`src/rtl/id_stage_pipe_if.sv`:
```
// id_stage_pipe_if: fetch-side handshake and ID/EX output bus of the decode stage.
// The slave modport is the decode stage's view; the master modport is the view
// of whatever drives fetch and consumes the ID/EX slot.
interface id_stage_pipe_if #(
    parameter int DATA_W = 32,
    parameter int PC_W   = 32,
    parameter int REG_AW = 5
);
    logic              in_valid_i;
    logic              in_ready_o;
    logic [PC_W-1:0]   pc_i;
    logic [31:0]       inst_i;
    logic              out_valid_o;
    logic              out_ready_i;
    logic [PC_W-1:0]   pc_o;
    logic [7:0]        aluop_o;
    logic [2:0]        alusel_o;
    logic [DATA_W-1:0] reg1_o;
    logic [DATA_W-1:0] reg2_o;
    logic [REG_AW-1:0] wd_o;
    logic              wreg_o;
    logic              inst_invalid_o;

    modport slave (
        input  in_valid_i, pc_i, inst_i, out_ready_i,
        output in_ready_o, out_valid_o, pc_o, aluop_o, alusel_o,
               reg1_o, reg2_o, wd_o, wreg_o, inst_invalid_o
    );

    modport master (
        output in_valid_i, pc_i, inst_i, out_ready_i,
        input  in_ready_o, out_valid_o, pc_o, aluop_o, alusel_o,
               reg1_o, reg2_o, wd_o, wreg_o, inst_invalid_o
    );
endinterface

```
`src/rtl/id_stage_pipe.sv`:
```
// id_stage_pipe: MIPS decode stage (logic/shift/move/nop subset) with operand
// bypass from EX and MEM, load-use stall detection and a registered ID/EX
// valid/ready slot.
// Optional feature: define ID_WB_FWD_EN to add a WB bypass at the lowest
// forwarding priority (ahead of the regfile). Without it the wb_* inputs are
// ignored and the regfile is expected to provide write-before-read.
module id_stage_pipe #(
    parameter int DATA_W = 32,
    parameter int PC_W   = 32,
    parameter int REG_AW = 5
) (
    input  logic              clk,
    input  logic              rst,
    id_stage_pipe_if.slave    bus,
    output logic              reg1_read_o,
    output logic              reg2_read_o,
    output logic [REG_AW-1:0] reg1_addr_o,
    output logic [REG_AW-1:0] reg2_addr_o,
    input  logic [DATA_W-1:0] reg1_data_i,
    input  logic [DATA_W-1:0] reg2_data_i,
    input  logic              ex_wreg_i,
    input  logic [REG_AW-1:0] ex_wd_i,
    input  logic [DATA_W-1:0] ex_wdata_i,
    input  logic              ex_load_i,
    input  logic              mem_wreg_i,
    input  logic [REG_AW-1:0] mem_wd_i,
    input  logic [DATA_W-1:0] mem_wdata_i,
    input  logic              wb_wreg_i,
    input  logic [REG_AW-1:0] wb_wd_i,
    input  logic [DATA_W-1:0] wb_wdata_i,
    input  logic              flush_i,
    output logic              stallreq_o
);
    // Primary opcodes
    localparam logic [5:0] OP_SPECIAL = 6'b000000;
    localparam logic [5:0] OP_ANDI    = 6'b001100;
    localparam logic [5:0] OP_ORI     = 6'b001101;
    localparam logic [5:0] OP_XORI    = 6'b001110;
    localparam logic [5:0] OP_LUI     = 6'b001111;
    localparam logic [5:0] OP_PREF    = 6'b110011;

    // SPECIAL function codes
    localparam logic [5:0] F_SLL  = 6'b000000;
    localparam logic [5:0] F_SRL  = 6'b000010;
    localparam logic [5:0] F_SRA  = 6'b000011;
    localparam logic [5:0] F_SLLV = 6'b000100;
    localparam logic [5:0] F_SRLV = 6'b000110;
    localparam logic [5:0] F_SRAV = 6'b000111;
    localparam logic [5:0] F_MOVZ = 6'b001010;
    localparam logic [5:0] F_MOVN = 6'b001011;
    localparam logic [5:0] F_SYNC = 6'b001111;
    localparam logic [5:0] F_MFHI = 6'b010000;
    localparam logic [5:0] F_MTHI = 6'b010001;
    localparam logic [5:0] F_MFLO = 6'b010010;
    localparam logic [5:0] F_MTLO = 6'b010011;
    localparam logic [5:0] F_AND  = 6'b100100;
    localparam logic [5:0] F_OR   = 6'b100101;
    localparam logic [5:0] F_XOR  = 6'b100110;
    localparam logic [5:0] F_NOR  = 6'b100111;

    // ALU operation codes seen by EX
    localparam logic [7:0] ALU_NOP  = 8'b0000_0000;
    localparam logic [7:0] ALU_OR   = 8'b0010_0101;
    localparam logic [7:0] ALU_AND  = 8'b0010_0100;
    localparam logic [7:0] ALU_XOR  = 8'b0010_0110;
    localparam logic [7:0] ALU_NOR  = 8'b0010_0111;
    localparam logic [7:0] ALU_SLL  = 8'b0111_1100;
    localparam logic [7:0] ALU_SRL  = 8'b0000_0010;
    localparam logic [7:0] ALU_SRA  = 8'b0000_0011;
    localparam logic [7:0] ALU_SLLV = 8'b0000_0100;
    localparam logic [7:0] ALU_SRLV = 8'b0000_0110;
    localparam logic [7:0] ALU_SRAV = 8'b0000_0111;
    localparam logic [7:0] ALU_MOVZ = 8'b0000_1010;
    localparam logic [7:0] ALU_MOVN = 8'b0000_1011;
    localparam logic [7:0] ALU_MFHI = 8'b0001_0000;
    localparam logic [7:0] ALU_MTHI = 8'b0001_0001;
    localparam logic [7:0] ALU_MFLO = 8'b0001_0010;
    localparam logic [7:0] ALU_MTLO = 8'b0001_0011;

    // Result selectors
    localparam logic [2:0] SEL_NOP   = 3'b000;
    localparam logic [2:0] SEL_LOGIC = 3'b001;
    localparam logic [2:0] SEL_SHIFT = 3'b010;
    localparam logic [2:0] SEL_MOVE  = 3'b011;

    // Instruction fields
    logic [5:0]  op_w;
    logic [5:0]  funct_w;
    logic [4:0]  rs_w;
    logic [4:0]  rt_w;
    logic [4:0]  rd_w;
    logic [4:0]  sa_w;
    logic [15:0] imm16_w;

    assign op_w    = bus.inst_i[31:26];
    assign rs_w    = bus.inst_i[25:21];
    assign rt_w    = bus.inst_i[20:16];
    assign rd_w    = bus.inst_i[15:11];
    assign sa_w    = bus.inst_i[10:6];
    assign funct_w = bus.inst_i[5:0];
    assign imm16_w = bus.inst_i[15:0];

    // Decode results
    logic [7:0]        aluop_d;
    logic [2:0]        alusel_d;
    logic              r1_en_d;
    logic              r2_en_d;
    logic              wreg_dec_d;
    logic [REG_AW-1:0] wd_d;
    logic [DATA_W-1:0] imm_d;
    logic              invalid_d;
    logic              is_movz_d;
    logic              is_movn_d;

    // Forwarded operands and final write enable
    logic [DATA_W-1:0] reg1_d;
    logic [DATA_W-1:0] reg2_d;
    logic              wreg_d;

    // ID/EX slot
    logic              valid_q;
    logic [PC_W-1:0]   pc_q;
    logic [7:0]        aluop_q;
    logic [2:0]        alusel_q;
    logic [DATA_W-1:0] reg1_q;
    logic [DATA_W-1:0] reg2_q;
    logic [REG_AW-1:0] wd_q;
    logic              wreg_q;
    logic              invalid_q;

    logic accept_w;

    // Youngest-first bypass: $0 is hard zero, then EX, MEM, optional WB, regfile.
    function automatic logic [DATA_W-1:0] pick_operand(
        input logic              en,
        input logic [REG_AW-1:0] addr,
        input logic [DATA_W-1:0] rf_data,
        input logic [DATA_W-1:0] imm
    );
        logic [DATA_W-1:0] res;
        if (!en) begin
            res = imm;
        end else if (addr == '0) begin
            res = '0;
        end else if (ex_wreg_i && ex_wd_i == addr) begin
            res = ex_wdata_i;
        end else if (mem_wreg_i && mem_wd_i == addr) begin
            res = mem_wdata_i;
`ifdef ID_WB_FWD_EN
        end else if (wb_wreg_i && wb_wd_i == addr) begin
            res = wb_wdata_i;
`endif
        end else begin
            res = rf_data;
        end
        return res;
    endfunction

`ifndef ID_WB_FWD_EN
    logic wb_unused;
    assign wb_unused = ^{wb_wreg_i, wb_wd_i, wb_wdata_i};
`endif

    // Instruction decode: ALU control, read enables, destination and immediate.
    always_comb begin
        aluop_d    = ALU_NOP;
        alusel_d   = SEL_NOP;
        r1_en_d    = 1'b0;
        r2_en_d    = 1'b0;
        wreg_dec_d = 1'b0;
        wd_d       = REG_AW'(rd_w);
        imm_d      = '0;
        invalid_d  = 1'b1;
        is_movz_d  = 1'b0;
        is_movn_d  = 1'b0;
        case (op_w)
            OP_SPECIAL: begin
                case (funct_w)
                    F_OR, F_AND, F_XOR, F_NOR: begin
                        alusel_d   = SEL_LOGIC;
                        r1_en_d    = 1'b1;
                        r2_en_d    = 1'b1;
                        wreg_dec_d = 1'b1;
                        invalid_d  = 1'b0;
                        case (funct_w)
                            F_OR:    aluop_d = ALU_OR;
                            F_AND:   aluop_d = ALU_AND;
                            F_XOR:   aluop_d = ALU_XOR;
                            default: aluop_d = ALU_NOR;
                        endcase
                    end
                    F_SLLV, F_SRLV, F_SRAV: begin
                        alusel_d   = SEL_SHIFT;
                        r1_en_d    = 1'b1;
                        r2_en_d    = 1'b1;
                        wreg_dec_d = 1'b1;
                        invalid_d  = 1'b0;
                        case (funct_w)
                            F_SLLV:  aluop_d = ALU_SLLV;
                            F_SRLV:  aluop_d = ALU_SRLV;
                            default: aluop_d = ALU_SRAV;
                        endcase
                    end
                    F_SLL, F_SRL, F_SRA: begin
                        // Only valid with rs field zero; sa goes into operand 1
                        if (rs_w == 5'd0) begin
                            alusel_d   = SEL_SHIFT;
                            r2_en_d    = 1'b1;
                            wreg_dec_d = 1'b1;
                            imm_d      = DATA_W'(sa_w);
                            invalid_d  = 1'b0;
                            case (funct_w)
                                F_SLL:   aluop_d = ALU_SLL;
                                F_SRL:   aluop_d = ALU_SRL;
                                default: aluop_d = ALU_SRA;
                            endcase
                        end
                    end
                    F_MFHI, F_MFLO: begin
                        alusel_d   = SEL_MOVE;
                        aluop_d    = (funct_w == F_MFHI) ? ALU_MFHI : ALU_MFLO;
                        wreg_dec_d = 1'b1;
                        invalid_d  = 1'b0;
                    end
                    F_MTHI, F_MTLO: begin
                        aluop_d   = (funct_w == F_MTHI) ? ALU_MTHI : ALU_MTLO;
                        r1_en_d   = 1'b1;
                        invalid_d = 1'b0;
                    end
                    F_MOVZ, F_MOVN: begin
                        alusel_d  = SEL_MOVE;
                        aluop_d   = (funct_w == F_MOVZ) ? ALU_MOVZ : ALU_MOVN;
                        r1_en_d   = 1'b1;
                        r2_en_d   = 1'b1;
                        is_movz_d = (funct_w == F_MOVZ);
                        is_movn_d = (funct_w == F_MOVN);
                        invalid_d = 1'b0;
                    end
                    F_SYNC: begin
                        invalid_d = 1'b0;
                    end
                    default: begin
                        invalid_d = 1'b1;
                    end
                endcase
            end
            OP_ORI, OP_ANDI, OP_XORI: begin
                alusel_d   = SEL_LOGIC;
                r1_en_d    = 1'b1;
                wreg_dec_d = 1'b1;
                wd_d       = REG_AW'(rt_w);
                imm_d      = DATA_W'({16'h0000, imm16_w});
                invalid_d  = 1'b0;
                case (op_w)
                    OP_ORI:  aluop_d = ALU_OR;
                    OP_ANDI: aluop_d = ALU_AND;
                    default: aluop_d = ALU_XOR;
                endcase
            end
            OP_LUI: begin
                // Executed as rs | (imm << 16); rs is $0 in a well-formed lui
                alusel_d   = SEL_LOGIC;
                aluop_d    = ALU_OR;
                r1_en_d    = 1'b1;
                wreg_dec_d = 1'b1;
                wd_d       = REG_AW'(rt_w);
                imm_d      = DATA_W'({imm16_w, 16'h0000});
                invalid_d  = 1'b0;
            end
            OP_PREF: begin
                invalid_d = 1'b0;
            end
            default: begin
                invalid_d = 1'b1;
            end
        endcase
    end

    assign reg1_read_o = r1_en_d;
    assign reg2_read_o = r2_en_d;
    assign reg1_addr_o = REG_AW'(rs_w);
    assign reg2_addr_o = REG_AW'(rt_w);

    // Operand selection and conditional-move write enable on the bypassed reg2.
    always_comb begin
        reg1_d = pick_operand(r1_en_d, reg1_addr_o, reg1_data_i, imm_d);
        reg2_d = pick_operand(r2_en_d, reg2_addr_o, reg2_data_i, imm_d);
        wreg_d = wreg_dec_d;
        if (is_movz_d) begin
            wreg_d = (reg2_d == '0);
        end else if (is_movn_d) begin
            wreg_d = (reg2_d != '0);
        end
    end

    // Load-use hazard: EX holds a load whose data a read port needs now.
    assign stallreq_o = bus.in_valid_i && ex_wreg_i && ex_load_i && (ex_wd_i != '0) &&
                        ((r1_en_d && ex_wd_i == reg1_addr_o) ||
                         (r2_en_d && ex_wd_i == reg2_addr_o));

    assign bus.in_ready_o = flush_i || (!stallreq_o && (!valid_q || bus.out_ready_i));
    assign accept_w       = bus.in_valid_i && bus.in_ready_o && !flush_i;

    // ID/EX slot: flush beats accept; a drain without accept leaves a bubble.
    always_ff @(posedge clk or posedge rst) begin
        if (rst) begin
            valid_q   <= 1'b0;
            pc_q      <= '0;
            aluop_q   <= '0;
            alusel_q  <= '0;
            reg1_q    <= '0;
            reg2_q    <= '0;
            wd_q      <= '0;
            wreg_q    <= 1'b0;
            invalid_q <= 1'b0;
        end else if (flush_i) begin
            valid_q <= 1'b0;
        end else if (accept_w) begin
            valid_q   <= 1'b1;
            pc_q      <= bus.pc_i;
            aluop_q   <= aluop_d;
            alusel_q  <= alusel_d;
            reg1_q    <= reg1_d;
            reg2_q    <= reg2_d;
            wd_q      <= wd_d;
            wreg_q    <= wreg_d && !invalid_d;
            invalid_q <= invalid_d;
        end else if (bus.out_ready_i) begin
            valid_q <= 1'b0;
        end
    end

    assign bus.out_valid_o    = valid_q;
    assign bus.pc_o           = pc_q;
    assign bus.aluop_o        = aluop_q;
    assign bus.alusel_o       = alusel_q;
    assign bus.reg1_o         = reg1_q;
    assign bus.reg2_o         = reg2_q;
    assign bus.wd_o           = wd_q;
    assign bus.wreg_o         = wreg_q;
    assign bus.inst_invalid_o = invalid_q;
endmodule

```
`src/flat_wrapper.sv`:
```
// flat-port wrapper written by rule: the top's interface ports become plain ports
module id_stage_pipe_flat 
#(
    parameter int DATA_W = 32,
    parameter int PC_W   = 32,
    parameter int REG_AW = 5
)
  (clk, rst, reg1_read_o, reg2_read_o, reg1_addr_o, reg2_addr_o, reg1_data_i, reg2_data_i, ex_wreg_i, ex_wd_i, ex_wdata_i, ex_load_i, mem_wreg_i, mem_wd_i, mem_wdata_i, wb_wreg_i, wb_wd_i, wb_wdata_i, flush_i, stallreq_o, bus_in_valid_i, bus_pc_i, bus_inst_i, bus_out_ready_i, bus_in_ready_o, bus_out_valid_o, bus_pc_o, bus_aluop_o, bus_alusel_o, bus_reg1_o, bus_reg2_o, bus_wd_o, bus_wreg_o, bus_inst_invalid_o);
  id_stage_pipe_if #(.DATA_W(DATA_W), .PC_W(PC_W), .REG_AW(REG_AW)) bus_i ();
  input  logic clk;
  input  logic rst;
  output logic reg1_read_o;
  output logic reg2_read_o;
  output logic [REG_AW-1:0] reg1_addr_o;
  output logic [REG_AW-1:0] reg2_addr_o;
  input  logic [DATA_W-1:0] reg1_data_i;
  input  logic [DATA_W-1:0] reg2_data_i;
  input  logic ex_wreg_i;
  input  logic [REG_AW-1:0] ex_wd_i;
  input  logic [DATA_W-1:0] ex_wdata_i;
  input  logic ex_load_i;
  input  logic mem_wreg_i;
  input  logic [REG_AW-1:0] mem_wd_i;
  input  logic [DATA_W-1:0] mem_wdata_i;
  input  logic wb_wreg_i;
  input  logic [REG_AW-1:0] wb_wd_i;
  input  logic [DATA_W-1:0] wb_wdata_i;
  input  logic flush_i;
  output logic stallreq_o;
  input wire logic [$bits(bus_i.in_valid_i)-1:0] bus_in_valid_i;
  input wire logic [$bits(bus_i.pc_i)-1:0] bus_pc_i;
  input wire logic [$bits(bus_i.inst_i)-1:0] bus_inst_i;
  input wire logic [$bits(bus_i.out_ready_i)-1:0] bus_out_ready_i;
  output wire logic [$bits(bus_i.in_ready_o)-1:0] bus_in_ready_o;
  output wire logic [$bits(bus_i.out_valid_o)-1:0] bus_out_valid_o;
  output wire logic [$bits(bus_i.pc_o)-1:0] bus_pc_o;
  output wire logic [$bits(bus_i.aluop_o)-1:0] bus_aluop_o;
  output wire logic [$bits(bus_i.alusel_o)-1:0] bus_alusel_o;
  output wire logic [$bits(bus_i.reg1_o)-1:0] bus_reg1_o;
  output wire logic [$bits(bus_i.reg2_o)-1:0] bus_reg2_o;
  output wire logic [$bits(bus_i.wd_o)-1:0] bus_wd_o;
  output wire logic [$bits(bus_i.wreg_o)-1:0] bus_wreg_o;
  output wire logic [$bits(bus_i.inst_invalid_o)-1:0] bus_inst_invalid_o;
  assign bus_i.in_valid_i = bus_in_valid_i;
  assign bus_i.pc_i = bus_pc_i;
  assign bus_i.inst_i = bus_inst_i;
  assign bus_i.out_ready_i = bus_out_ready_i;
  assign bus_in_ready_o = bus_i.in_ready_o;
  assign bus_out_valid_o = bus_i.out_valid_o;
  assign bus_pc_o = bus_i.pc_o;
  assign bus_aluop_o = bus_i.aluop_o;
  assign bus_alusel_o = bus_i.alusel_o;
  assign bus_reg1_o = bus_i.reg1_o;
  assign bus_reg2_o = bus_i.reg2_o;
  assign bus_wd_o = bus_i.wd_o;
  assign bus_wreg_o = bus_i.wreg_o;
  assign bus_inst_invalid_o = bus_i.inst_invalid_o;
  id_stage_pipe #(.DATA_W(DATA_W), .PC_W(PC_W), .REG_AW(REG_AW)) u_core (.clk(clk), .rst(rst), .bus(bus_i), .reg1_read_o(reg1_read_o), .reg2_read_o(reg2_read_o), .reg1_addr_o(reg1_addr_o), .reg2_addr_o(reg2_addr_o), .reg1_data_i(reg1_data_i), .reg2_data_i(reg2_data_i), .ex_wreg_i(ex_wreg_i), .ex_wd_i(ex_wd_i), .ex_wdata_i(ex_wdata_i), .ex_load_i(ex_load_i), .mem_wreg_i(mem_wreg_i), .mem_wd_i(mem_wd_i), .mem_wdata_i(mem_wdata_i), .wb_wreg_i(wb_wreg_i), .wb_wd_i(wb_wd_i), .wb_wdata_i(wb_wdata_i), .flush_i(flush_i), .stallreq_o(stallreq_o));
endmodule
```
`config.mk`:
```
export PLATFORM = sky130hd
export DESIGN_NAME = id_stage_pipe_flat
export DESIGN_NICKNAME = d
export VERILOG_FILES = /design/src/rtl/id_stage_pipe_if.sv /design/src/rtl/id_stage_pipe.sv /design/src/flat_wrapper.sv
export SDC_FILE = /design/constraint.sdc
export NUM_CORES = 1
export LEC_CHECK = 0
export BUFFER_PORTS_ARGS = -buffer_cell sky130_fd_sc_hd__buf_4
export CAP_MARGIN = 10
export CORE_ASPECT_RATIO = 0.5
export CORE_UTILIZATION = 40
export DETAILED_ROUTE_END_ITERATION = 8
export MAX_ROUTING_LAYER = met4
export PLACE_DENSITY_LB_ADDON = 0.05
export SLEW_MARGIN = 10
export SYNTH_ARGS = -nofsm -noshare
export SYNTH_HDL_FRONTEND = slang
export SYNTH_SLANG_ARGS = --single-unit
```
`constraint.sdc`:
```
create_clock -name clk -period 3.1 [get_ports clk]
set_input_delay 0 -clock clk [delete_from_list [all_inputs] [get_ports clk]]
set_output_delay 0 -clock clk [all_outputs]
set_load 0.02 [all_outputs]
```
==> reports/results.tsv <==
metric	value	unit
start_kind	input pin	
slew_headroom	17.6	%
cts_sinks	113	
grt_first_pass_wirelength	42500	um
arrival	3310	ps
period_minus_slack	3020	ps
initial_utilization	41.7	%
ys_seq_area_share	40.7	%
final_common_cell	buf_4	
layout_common_cells	396 x buf_4, 142 x nand2_1, 113 x dfrtp_1	
ys_ff_latch	113	
holdWs	13.3	ps
grt_start_max_net_pins	63	
clockBufferDepth	2	
synth_edf_count	0	
cts_inserted_buffers	17	
dp_slack	-114	ps
syn-cell-area	6950	um^2
cpPeakStageDelay	560	ps
p_leak	5.41	nW
ys_warn_count	0	
synth_area_leaders	dfrtp_1 41%, nand2_1 7.7%, o21ai_0 7.0%, mux2_2 5.5%, mux2i_1 5.5%	
holdPathStages	3	
syn_to_final_growth	63.4	%
drive_gt1_share	39.8	%
viasPerCell	5.44	
gp_congestion	0.939	
core	16700	um^2
cp_common_cell	buf_4	
ff_latch_area	2830	um^2
setup_viol	0	
rows	33	
dr.pass1.iters	5	
async_reset_ff_share	100	%
cp-end-kind	flip-flop	
drc	0	
syn_avg_cell_area	8.65	um^2
reg2reg_depth	6	
drtAntennaViolNets	0	
yosysTopAreaCell	dfrtp_1	
slew_violations	0	
tritoncts	yes	
vias	7957	
status	complete, no violations	
antenna_found_initial	0	
nets	1472	
diodes	0	
rsz0062_at_grt	false	
synthFlopType	dfrtp_1	
grt_overflow_total	0	
netlist.area_leader.share	40.7	%
hold_class	input pin to flip-flop	
top_layer	met4	
power_density	430	nW/um^2
synth_cell_types	64	
maxCapViolCount	0	
cts_root_buf	clkbuf_16	
finalInstanceArea	11400	um^2
placed_area	9970	um^2
vdd_drop_max	0.390	mV
die_area	17900	um^2
hold_viol	0	
synth_cells	804	
grtUsageTotal	32.4	%
crit_slowest_cell	or4_1	
fin_util	68.1	%
dp_hpwl	21700	um
tightest_slew	1230	ps
timing.fmax	0.331	GHz
port_buffers	336	
drt-total-wl	28900	um
die_y	95.2	um
wl_per_cell	19.7	um
fin_ws	79.5	ps
die_w	188	um
ios	377	
met2WireLength	14100	um
cp_max_fo	30	
cts.clk_slew.worst_paths	60	ps
grt_pass1_vias	7610	
wl_met1	11900	um
crit_type	input pin to flip-flop	
drt_iter0_drc	575	
multi_input_comb_area	3690	um^2
fin_worst_skew	8.51	ps
dr_wl_met3	2340	um
final.fill_count	1374	
worstPathRequired	3390	ps
ctsHtreeMaxLevel	4	
worstSkewPairLatency	410	ps
cp_cell_sequence	dlygate4sd3_1 > buf_4 > or4_1 > or3_4 > buf_4 > o32ai_1 > o211ai_1 > nand4b_1 > buf_4 > buf_8 > mux2_2	
fin_crit_sh	97.4	%
==> synth_stat cells (5+ instances only) <==
| cell | number |
|---|---|
| a22oi_1 | 11 |
| inv_1 | 24 |
| o21ai_0 | 97 |
| xnor2_1 | 8 |
| clkbuf_1 | 45 |
| or2_1 | 6 |
| buf_2 | 6 |
| buf_1 | 5 |
| or4_1 | 5 |
| o211ai_1 | 19 |
| or2_2 | 9 |
| o31ai_1 | 30 |
| mux2_2 | 34 |
| mux2i_1 | 38 |
| dfrtp_1 | 113 |
| nand4_1 | 11 |
| nand2_1 | 142 |
| a32oi_1 | 15 |
| a211oi_1 | 7 |
| nor2_1 | 49 |
| and3_1 | 6 |
| a21oi_1 | 23 |
| nor3_1 | 5 |
| xor2_1 | 12 |
| buf_4 | 15 |
| a31oi_1 | 10 |
==> metal layers <==
metal  up-vias  track usage [%]
met3        41             6.44
met1      3817             39.9
met4         0             9.34
met2       390             54.6
li1       3709                -
met5         -                -
==> critical path: cells and delay by family <==
kind / cells / cell delay [ps]
compound gates: 2 / 510
buf+inv: 5 / 1270
mux: 1 / 370
simple gates: 3 / 1150
==> path summary, 6_finish.rpt <==
check,start,end,slack [ps]
setup / recovery,bus_inst_i[26],u_core.bus.reg2_o[9],80
hold / removal,ex_wdata_i[9],u_core.bus.reg1_o[9],10
setup reg to reg,u_core.bus.out_valid_o,u_core.bus.aluop_o[3],1420
hold reg to reg,u_core.bus.reg1_o[14],u_core.bus.reg1_o[14],480
max in group asynchronous,rst,u_core.bus.reg1_o[12],1980
min in group asynchronous,rst,u_core.bus.pc_o[18],320
==> registers in the layout, summed over array words and instances (netlist names) <==
| signal | count |
|---|---|
| u_core.bus.wreg_o | 1 |
| u_core.bus.out_valid_o | 1 |
| u_core.bus.pc_o | 32 |
| u_core.bus.reg2_o | 32 |
| u_core.bus.reg1_o | 32 |
| u_core.bus.inst_invalid_o | 1 |
| u_core.bus.wd_o | 5 |
| u_core.bus.alusel_o | 2 |
| u_core.bus.aluop_o | 7 |
==> metrics by stage <==
stage | power [W] | TNS, ps | std cells
floorplan | 0.00215 | 0 | 805
global placement | 0.00271 | -50.8 | 1358
detailed placement | 0.00272 | -114 | 1358
CTS | 0.00488 | 0 | 1460
global route | 0.00504 | 0 | 1464
finish | 0.00489 | 0 | 1464
==> where the power goes <==
part / switching, W / internal (W)
Combinational: 0.000578 / 0.000575
Clock: 0.000802 / 0.00129
Sequential: 0.0000614 / 0.00158
==> logic make-up after synthesis <==
| group | after synthesis | synth area share (%) |
|---|---|---|
| simple gates | 258 | 16.8 |
| xor+xnor | 20 | 2.52 |
| buf+inv | 99 | 6.70 |
| mux | 72 | 11.0 |
| flops | 113 | 40.7 |
| compound gates | 241 | 22.3 |
| other cells | 1 | 0.0539 |
==> layout make-up <==
class                           instances  area share [%]
Multi-Input combinational cell        593            32.5
Clock buffer                           17            3.75
Timing Repair Buffer                  475            33.9
Sequential cell                       113            24.9
Inverter                               24           0.815
Tap cell                              227            2.50
Clock inverter                         15            1.72
==> what timing repair did <==
action | in CTS | in global routing
resized for setup | 0 | 7
hold buffers | 70 | 0
hold endpoints to repair | 137 | 0
buffers inserted | 0 | 3
setup endpoints to repair | 0 | 90
Power figures use the tool's default switching activity.
